===== config.mk =====
export PLATFORM = sky130hd
export DESIGN_NAME = spi_ram_arbiter
export DESIGN_NICKNAME = d
export VERILOG_FILES = /design/src/rtl/spi_ram_arb_pkg.sv /design/src/rtl/rr_arb2.sv /design/src/rtl/spi_ram_arbiter.sv
export SDC_FILE = /design/constraint.sdc
export NUM_CORES = 1
export LEC_CHECK = 0
export CAP_MARGIN = 20
export CELL_PAD_IN_SITES_DETAIL_PLACEMENT = 0
export CELL_PAD_IN_SITES_GLOBAL_PLACEMENT = 2
export CORE_MARGIN = 2
export CORE_UTILIZATION = 25
export DETAILED_ROUTE_END_ITERATION = 8
export MAX_ROUTING_LAYER = met4
export PLACE_DENSITY = 0.81
export SLEW_MARGIN = 20
export SYNTH_ARGS = -nofsm -noshare
export SYNTH_HDL_FRONTEND = slang
export SYNTH_SLANG_ARGS = --single-unit

===== constraint.sdc =====
create_clock -name clk -period 5.2 [get_ports clk]
set_clock_uncertainty 0.15 [all_clocks]
set_input_delay 1.04 -clock clk [delete_from_list [all_inputs] [get_ports clk]]
set_output_delay 1.04 -clock clk [all_outputs]
set_load 0.02 [all_outputs]

===== src/rtl/spi_ram_arb_pkg.sv =====
// Shared constants and types for spi_ram_arbiter: SPI command codes,
// arbiter FSM states and the one-entry SPI pending-slot layout.
package spi_ram_arb_pkg;

  localparam int ADDR_W = 8;
  localparam int DATA_W = 8;

  localparam logic [1:0] CMD_WR_ADDR = 2'b00;
  localparam logic [1:0] CMD_WR_DATA = 2'b01;
  localparam logic [1:0] CMD_RD_ADDR = 2'b10;
  localparam logic [1:0] CMD_RD_DATA = 2'b11;

  typedef enum logic [1:0] {
    IDLE    = 2'd0,
    SPI_ACC = 2'd1,
    LP_ACC  = 2'd2,
    RD_RESP = 2'd3
  } arb_state_e;

  typedef struct packed {
    logic              we;
    logic [ADDR_W-1:0] addr;
    logic [DATA_W-1:0] data;
  } spi_slot_t;

  // Data commands (01/11) need a RAM access; address loads (00/10) do not.
  function automatic logic is_data_cmd(input logic [1:0] cmd);
    return (cmd == CMD_WR_DATA) || (cmd == CMD_RD_DATA);
  endfunction

endpackage


===== src/rtl/rr_arb2.sv =====
// Two-requester round-robin selector; requester A wins the first tie
// because the last-grant bit comes out of reset pointing at B.
module rr_arb2 (
  input  logic clk,
  input  logic rst_n,
  input  logic i_req_a,
  input  logic i_req_b,
  input  logic i_advance,
  output logic o_gnt_a,
  output logic o_gnt_b
);

  logic r_last_b;

  assign o_gnt_a = i_req_a & (~i_req_b | r_last_b);
  assign o_gnt_b = i_req_b & ~o_gnt_a;

  // NOTE: reset is synchronous here, so rst_n is tested inside the clocked block only.
  always_ff @(posedge clk) begin
    if (!rst_n) begin
      r_last_b <= 1'b1;
    end else if (i_advance && (o_gnt_a || o_gnt_b)) begin
      r_last_b <= o_gnt_b;
    end
  end

endmodule


===== src/rtl/spi_ram_arbiter.sv =====
// Arbitrates a single-port RAM between an SPI command stream and a local port.
// Define SPI_ARB_AUTOINC_EN to post-increment the address after each data command.
module spi_ram_arbiter
  import spi_ram_arb_pkg::*;
(
  input  logic              clk,
  input  logic              rst_n,
  input  logic [9:0]        rx_data,
  input  logic              rx_valid,
  output logic [DATA_W-1:0] tx_data,
  output logic              tx_valid,
  input  logic              lp_req,
  input  logic              lp_we,
  input  logic [ADDR_W-1:0] lp_addr,
  input  logic [DATA_W-1:0] lp_wdata,
  output logic              lp_gnt,
  output logic              lp_rvalid,
  output logic [DATA_W-1:0] lp_rdata,
  output logic              ram_en,
  output logic              ram_we,
  output logic [ADDR_W-1:0] ram_addr,
  output logic [DATA_W-1:0] ram_wdata,
  input  logic [DATA_W-1:0] ram_rdata,
  output logic              spi_overrun
);

  arb_state_e        r_state;
  spi_slot_t         r_slot;
  logic              r_slot_vld;
  logic [ADDR_W-1:0] r_wr_addr;
  logic [ADDR_W-1:0] r_rd_addr;
  logic              r_overrun;
  logic              r_src_spi;
  logic [DATA_W-1:0] r_tx_data;
  logic              r_tx_valid;
  logic [DATA_W-1:0] r_lp_rdata;
  logic              r_lp_rvalid;

  logic [1:0]        w_cmd;
  logic              w_data_word;
  logic              w_free;
  logic              w_capture;
  logic              w_drop;
  logic [ADDR_W-1:0] w_cap_addr;
  logic              w_gnt_spi;
  logic              w_gnt_lp;

  assign w_cmd       = rx_data[9:8];
  assign w_data_word = rx_valid && is_data_cmd(w_cmd);
  // The slot drains at the end of SPI_ACC, so a word arriving then still fits.
  assign w_free      = (r_state == SPI_ACC);
  assign w_capture   = w_data_word && (!r_slot_vld || w_free);
  assign w_drop      = w_data_word && r_slot_vld && !w_free;
  assign w_cap_addr  = (w_cmd == CMD_WR_DATA) ? r_wr_addr : r_rd_addr;

  rr_arb2 u_rr_arb2 (
    .clk       (clk),
    .rst_n     (rst_n),
    .i_req_a   (r_slot_vld),
    .i_req_b   (lp_req),
    .i_advance (r_state == IDLE),
    .o_gnt_a   (w_gnt_spi),
    .o_gnt_b   (w_gnt_lp)
  );

  // NOTE: every register below is assigned with <= so all updates see pre-edge values.
  always_ff @(posedge clk) begin
    if (!rst_n) begin
      r_state     <= IDLE;
      r_slot      <= '0;
      r_slot_vld  <= 1'b0;
      r_wr_addr   <= '0;
      r_rd_addr   <= '0;
      r_overrun   <= 1'b0;
      r_src_spi   <= 1'b0;
      r_tx_data   <= '0;
      r_tx_valid  <= 1'b0;
      r_lp_rdata  <= '0;
      r_lp_rvalid <= 1'b0;
    end else begin
      r_tx_valid  <= 1'b0;
      r_lp_rvalid <= 1'b0;

      if (rx_valid && (w_cmd == CMD_WR_ADDR)) r_wr_addr <= rx_data[7:0];
      if (rx_valid && (w_cmd == CMD_RD_ADDR)) r_rd_addr <= rx_data[7:0];
`ifdef SPI_ARB_AUTOINC_EN
      if (w_capture && (w_cmd == CMD_WR_DATA)) r_wr_addr <= r_wr_addr + 8'd1;
      if (w_capture && (w_cmd == CMD_RD_DATA)) r_rd_addr <= r_rd_addr + 8'd1;
`endif

      if (w_free) r_slot_vld <= 1'b0;
      if (w_capture) begin
        r_slot_vld <= 1'b1;
        r_slot     <= {w_cmd == CMD_WR_DATA, w_cap_addr, rx_data[7:0]};
      end
      if (w_drop) r_overrun <= 1'b1;

      case (r_state)
        IDLE: begin
          if (w_gnt_spi) begin
            r_state   <= SPI_ACC;
            r_src_spi <= 1'b1;
          end else if (w_gnt_lp) begin
            r_state   <= LP_ACC;
            r_src_spi <= 1'b0;
          end
        end
        SPI_ACC: r_state <= r_slot.we ? IDLE : RD_RESP;
        LP_ACC:  r_state <= lp_we ? IDLE : RD_RESP;
        RD_RESP: begin
          if (r_src_spi) begin
            r_tx_data  <= ram_rdata;
            r_tx_valid <= 1'b1;
          end else begin
            r_lp_rdata  <= ram_rdata;
            r_lp_rvalid <= 1'b1;
          end
          r_state <= IDLE;
        end
        default: r_state <= IDLE;
      endcase
    end
  end

  // NOTE: defaults first so no path through the case leaves an output unassigned (no latch).
  always_comb begin
    ram_en    = 1'b0;
    ram_we    = 1'b0;
    ram_addr  = '0;
    ram_wdata = '0;
    lp_gnt    = 1'b0;
    case (r_state)
      SPI_ACC: begin
        ram_en    = 1'b1;
        ram_we    = r_slot.we;
        ram_addr  = r_slot.addr;
        ram_wdata = r_slot.data;
      end
      LP_ACC: begin
        ram_en    = 1'b1;
        ram_we    = lp_we;
        ram_addr  = lp_addr;
        ram_wdata = lp_wdata;
        lp_gnt    = 1'b1;
      end
      default: ;
    endcase
  end

  assign tx_data     = r_tx_data;
  assign tx_valid    = r_tx_valid;
  assign lp_rdata    = r_lp_rdata;
  assign lp_rvalid   = r_lp_rvalid;
  assign spi_overrun = r_overrun;

endmodule


==> flow_metrics.py, run 1 <==
metrics = {
    "status": {
        "status": "complete, no violations",
    },
    "floorplan": {
        "die-area_um2": 11390,
        "die_w_um": 106.7,
        "io_pins": 77,
        "num_rows": 37,
        "die_h_um": 106.7,
        "start_util_pct": 25.66,
        "core_area_um2": 10280,
    },
    "clocking": {
        "clockBufferDepth": 2,
        "clkLatencyLatePin_ns": 0.34,
        "cts_resized": 0,
        "cts_tree": "done",
        "cts-htree-levels": 3,
        "ctsHoldBuffers": 0,
        "cts_setup_buffers": 0,
        "cts_buffers": 9,
        "cts-root-buf": "clkbuf_8",
        "cts.sinks": 57,
        "path_clk_slew_ns": 0.06,
    },
    "worst_setup_path": {
        "crit_type": "flip-flop to output port",
        "setup.worst_path.end_class": "output port",
        "start_kind": "flip-flop",
        "required_ns": 4.01,
        "arrival_ns": 2.45,
        "cp_max_fo": 18,
    },
    "timing": {
        "hold_viol_final": 0,
        "period_needed_ns": 3.637,
        "tns_ns": 0,
        "finalCritPeriodShare_pct": 69.93,
        "finalMaxSlewViolations": 0,
        "timing.fmax_mhz": 275.0,
        "relSlewSlack_pct": 30.10,
        "tightest_slew_ns": 1.046,
        "holdWs_ns": 0.3153,
        "setup-violations-final": 0,
        "rsz0062_at_grt": "no",
    },
    "placement": {
        "dp_hpwl_mm": 4.644,
        "portBuffers": 76,
        "globalplace.congestion": 0.7063,
    },
    "pwr": {
        "power_switching_uw": 482.9,
        "p_int_mw": 1.088,
        "sw_frac_of_total_pct": 30.74,
        "ir_drop_uv": 174.5,
        "p_clk_share_pct": 35.6,
        "comb_power_share_pct": 32.6,
        "powerDensity_nw_per_um2": 420.5,
        "power_frac_seq_pct": 31.8,
        "static-leakage-power_nw": 1.408,
    },
    "final_layout": {
        "drive_above_1_share_pct": 5.444,
        "syn2layout_area_growth_pct": 41.65,
        "num_antenna_cells": 0,
        "layout.nets": 391,
    },
    "global_route": {
        "grt_use_total_pct": 12.55,
        "grt_pass1_wl_mm": 10.79,
        "overflow": 0,
        "antenna_found_initial": 0,
        "grt_max_degree": 58,
        "grt_pass1_vias": 2093,
    },
    "synthesis": {
        "synth-seq-cells": 57,
        "yosys_warnings": 0,
        "synth_edf_count": 0,
        "syn_inst": 276,
        "yosysSeqAreaShare_pct": 43.26,
        "synth_cell_types": 29,
        "ys.flop_type": "dfxtp_1",
        "syn_avg_cell_area_um2": 9.556,
        "synthArstFlopShare_pct": 0,
        "syn_area_um2": 2638,
        "synth_nets": 322,
    },
    "route": {
        "ant_nets": 0,
        "first_pass_iters": 4,
        "vias": 2125,
        "first_iter_violations": 85,
        "drc": 0,
        "viasPerCell": 4.381,
        "detail_route.wirelength_mm": 6.698,
        "wl_per_cell_um": 13.81,
    },
    "flow_run": {
        "cap_violations": 0,
    },
    "worst_hold_path": {
        "hold_class": "flip-flop to flip-flop",
    },
}
placed cells by master (no fill, tap or decap), types with 2 or more instances in the layout:
cell	count
clkbuf_8	10
and3_1	2
clkdlybuf4s50_1	76
inv_1	5
nor2b_1	46
dfxtp_1	57
a21boi_0	18
buf_4	3
nand3_1	8
bufinv_16	4
o211a_1	9
a22oi_1	17
ha_1	7
nand2b_1	2
nand2_1	39
nor3b_1	2
mux2i_1	32
cell families (layout without fill, tap and decap cells):
group	Yosys count	count (layout)	share of synthesized area, %
buffers and inverters	26	99	5.266
AO/OA/AOI/OAI	53	53	15.99
flip-flops	57	57	43.26
adder cells (fa/ha/maj)	7	7	3.321
AND/OR/NAND/NOR	101	101	20.02
multiplexers	32	32	12.14
cell type report:
type,count,area (um2)
fillers,1058,6541
inverters,5,18.77
clock buffers,10,137.6
clock inverters,5,127.6
multi-input cells,193,1358
repair buffers,79,783.3
flip-flops and latches,57,1141
well taps,136,170.2
stage by stage:
step	setup WS (ns)	util [%]	total power, mW	cells	cell area [um2]
4_1_cts	1.511	36.35	1.595	485	3736
3_3_place_gp	1.655	33.77	1.028	470	3471
6_report	1.563	36.35	1.571	485	3736
5_1_grt	1.320	36.35	1.662	485	3736
2_1_floorplan	2.441	-	0.8359	276	2638
3_5_place_dp	1.648	33.77	1.030	470	3471
state kept, by name (all words and copies together), names as in the netlist:
name,cells
r_src_spi,1
r_state,2
lp_rdata,8
lp_rvalid,1
r_slot_vld,1
r_wr_addr,8
u_rr_arb2.r_last_b,1
tx_valid,1
r_rd_addr,8
r_slot,17
tx_data,8
spi_overrun,1
synth_stat cells (5+ instances only):
| master | n | area share, % |
|---|---|---|
| ha_1 | 7 | 3.3 |
| a22oi_1 | 17 | 4.8 |
| nand2_1 | 39 | 5.6 |
| mux2i_1 | 32 | 12 |
| dfxtp_1 | 57 | 43 |
| nand3_1 | 8 | 1.5 |
| inv_1 | 5 | 0.71 |
| clkbuf_1 | 10 | 1.4 |
| nor2b_1 | 46 | 11 |
| a21boi_0 | 18 | 5.1 |
| o211a_1 | 9 | 3.4 |
| buf_2 | 6 | 1.1 |
worst paths after layout:
kind                    from          end  slack, ns  depth (start not counted)
setup reg to reg  r_state[1]   r_slot[13]       3.08                          7
hold / removal    tx_data[6]   tx_data[6]       0.32                          2
hold reg to reg   tx_data[6]   tx_data[6]       0.32                          2
setup / recovery  r_state[1]  ram_addr[7]       1.56                          5
power groups by stage:
stage          clock network (mW)  logic (mW)  registers, mW
5_1_grt                     0.594       0.562          0.506
6_report                    0.559       0.512          0.500
2_1_floorplan                   0       0.328          0.508
3_5_place_dp                    0       0.520          0.510
4_1_cts                     0.571       0.523          0.500
3_3_place_gp                    0       0.520          0.509
critical path: stages (launching register included):
cell and delay (ns):
dfxtp_1 0.36, inv_1 0.13, ha_1 0.65, a22oi_1 0.21, nor2b_1 0.14, clkdlybuf4s50_1 0.62
metal layers:
layer  routed length [um]  part of all wire, %  vias up  track usage (%)
met4                   99                  1.5        0            5.288
li1                     -                    -     1088                -
met1                 3218                   48      988            15.67
met3                  256                  3.8        8            3.587
met5                    0                    0        -                -
met2                 3124                   47       41            19.02
(Power assumes the default switching activity.)
==> run 2, diff against run 1 <==
- PLACE_DENSITY: 0.81 -> 0.84
- clock period: 5.2 -> 3.13 ns (I/O delays scaled with it)
==> run 2 against run 1 <==
Net effect: final area up 0.64%; sequential share of layout area is 0.19 points lower; non-clock buffer count is 6 higher; hold slack lost 0.00075 ns; power is 64% higher; largest power group is now combinational cells.
==> flow_metrics.py, run 2 (synthesis gave the netlist of run 1 again) <==
metrics = {
    "status": {
        "status": "complete, no violations",
    },
    "worst_setup_path": {
        "crit_family": "buffers and inverters",
        "arrival_ns": 2.17,
        "r2r_end": "lp_rdata[6]",
        "crit_slowest_cell": "clkdlybuf4s50_1",
        "cp_max_fo": 18,
        "setup.worst_path.end_class": "output port",
        "crit_type": "flip-flop to output port",
        "start_kind": "flip-flop",
        "r2r_slack_ns": 1.15,
        "crit_start": "r_state[1]",
        "required_ns": 2.35,
        "critPathMaxStageDelay_ns": 0.62,
        "cp_cell_sequence": "inv_1 > ha_1 > buf_4 > nor2b_1 > clkdlybuf4s50_1",
        "crit_buf_inv": 3,
        "ff2ff_path_depth": 4,
        "reg2reg_from": "r_state[1]",
    },
    "floorplan": {
        "core_area_um2": 10280,
        "die_h_um": 106.7,
        "start_util_pct": 25.66,
        "die_w_um": 106.7,
        "num_rows": 37,
        "io_pins": 77,
        "die-area_um2": 11390,
    },
    "global_route": {
        "overflow": 0,
        "grt_pass1_vias": 2122,
        "grt_util_met3_pct": 4.073,
        "top_usage_layer": "met2",
        "use_met2_pct": 19.06,
        "use_met1_pct": 15.36,
        "grt_use_total_pct": 12.64,
        "grt_pass1_wl_mm": 10.82,
        "antenna_found_initial": 0,
        "grt_max_degree": 58,
    },
    "flow_run": {
        "cap_violations": 0,
    },
    "timing": {
        "rsz0062_at_grt": "no",
        "hold_viol_final": 0,
        "setup_ws_ns": 0.1793,
        "tightest_slew_ns": 0.6068,
        "finalMaxSlewViolations": 0,
        "period_needed_ns": 2.951,
        "relSlewSlack_pct": 59.47,
        "tns_ns": 0,
        "timing.fmax_mhz": 338.9,
        "setup-violations-final": 0,
        "finalCritPeriodShare_pct": 94.27,
    },
    "final_layout": {
        "largest_register_ffs": 17,
        "num_antenna_cells": 0,
        "largest-register": "r_slot",
        "final_common_cell": "clkdlybuf4s50_1",
        "layout_common_cells": "clkdlybuf4s50_1 (76), dfxtp_1 (57), nor2b_1 (46)",
        "drive_above_1_share_pct": 7.022,
        "syn2layout_area_growth_pct": 42.55,
        "layout.nets": 397,
    },
    "route": {
        "vias": 2130,
        "wl_per_cell_um": 13.63,
        "first_iter_violations": 56,
        "viasPerCell": 4.329,
        "drc": 0,
        "ant_nets": 0,
        "first_pass_iters": 4,
        "detail_route.wirelength_mm": 6.708,
    },
    "worst_hold_path": {
        "hp-start": "tx_data[7]",
        "hold_class": "flip-flop to flip-flop",
        "worstHoldEndpoint": "tx_data[7]",
        "hold_depth": 2,
    },
    "placement": {
        "dp_hpwl_mm": 4.760,
        "pre_cts_ws_ns": 0.4561,
        "portBuffers": 76,
        "globalplace.congestion": 0.7224,
    },
    "clocking": {
        "cts-root-buf": "clkbuf_8",
        "clkLatencyLatePin_ns": 0.34,
        "cts_buffers": 9,
        "cts-htree-levels": 3,
        "clockBufferDepth": 2,
        "ctsHoldBuffers": 0,
        "cts_setup_buffers": 0,
        "cts_tree": "done",
        "path_clk_slew_ns": 0.07,
        "cts_resized": 0,
        "cts.sinks": 57,
    },
    "pwr": {
        "p_int_mw": 1.756,
        "ir_drop_uv": 318.1,
        "sw_frac_of_total_pct": 31.90,
        "power_frac_seq_pct": 32.2,
        "power_switching_uw": 822.4,
        "static-leakage-power_nw": 1.430,
        "comb_power_share_pct": 34.7,
        "powerDensity_nw_per_um2": 685.8,
        "p_clk_share_pct": 33.1,
    },
}
==> run 2: cell type report <==
cell class / count / area, um2
Fill cell: 1048 / 6518
Multi-Input combinational cell: 193 / 1358
Sequential cell: 57 / 1141
Timing Repair Buffer: 85 / 828.3
Tap cell: 136 / 170.2
Clock buffer: 11 / 141.4
Clock inverter: 5 / 102.6
Inverter: 5 / 18.77
==> run 2: routing by layer <==
layer	vias up	wire length (um)
li1	1096	-
met1	992	3176
met2	34	3135
met3	8	276
met4	0	119
met5	-	0
==> run 2: worst max path at each step <==
stage	endpoint	slack, ns	cells after the start
final	ram_wdata[1]	0.18	5
after global routing	ram_wdata[1]	0.04	5
after CTS	ram_wdata[1]	0.14	5
after detailed placement	ram_addr[7]	0.46	4
after global placement	ram_addr[7]	0.46	4
after floorplan	ram_addr[0]	0.79	6
==> run 2: worst register-to-register path, stage by stage, from the launching register on <==
cell and delay (ns):
dfxtp_1 0.41, ha_1 0.46, nor2b_1 0.57, nand2_1 0.15
a21boi_0 0.16
==> run 2: stage by stage <==
step	utilization [%]	std cells	instance area [um2]	hold slack, ns	power (mW)
3_3_place_gp	34.21	476	3516	0.3014	1.737
2_1_floorplan	-	276	2638	0.3222	1.389
4_1_cts	36.58	492	3760	0.3184	2.609
3_5_place_dp	34.21	476	3516	0.3094	1.747
5_1_grt	36.58	492	3760	0.3382	2.723
6_report	36.58	492	3760	0.3146	2.578
==> run 2: power by group through the flow <==
stage | Clock, mW | Combinational, mW | Sequential, mW
after floorplan | 0 | 0.545 | 0.844
after global placement | 0 | 0.892 | 0.845
after detailed placement | 0 | 0.900 | 0.847
after CTS | 0.873 | 0.906 | 0.831
after global routing | 0.904 | 0.980 | 0.839
final | 0.853 | 0.895 | 0.830
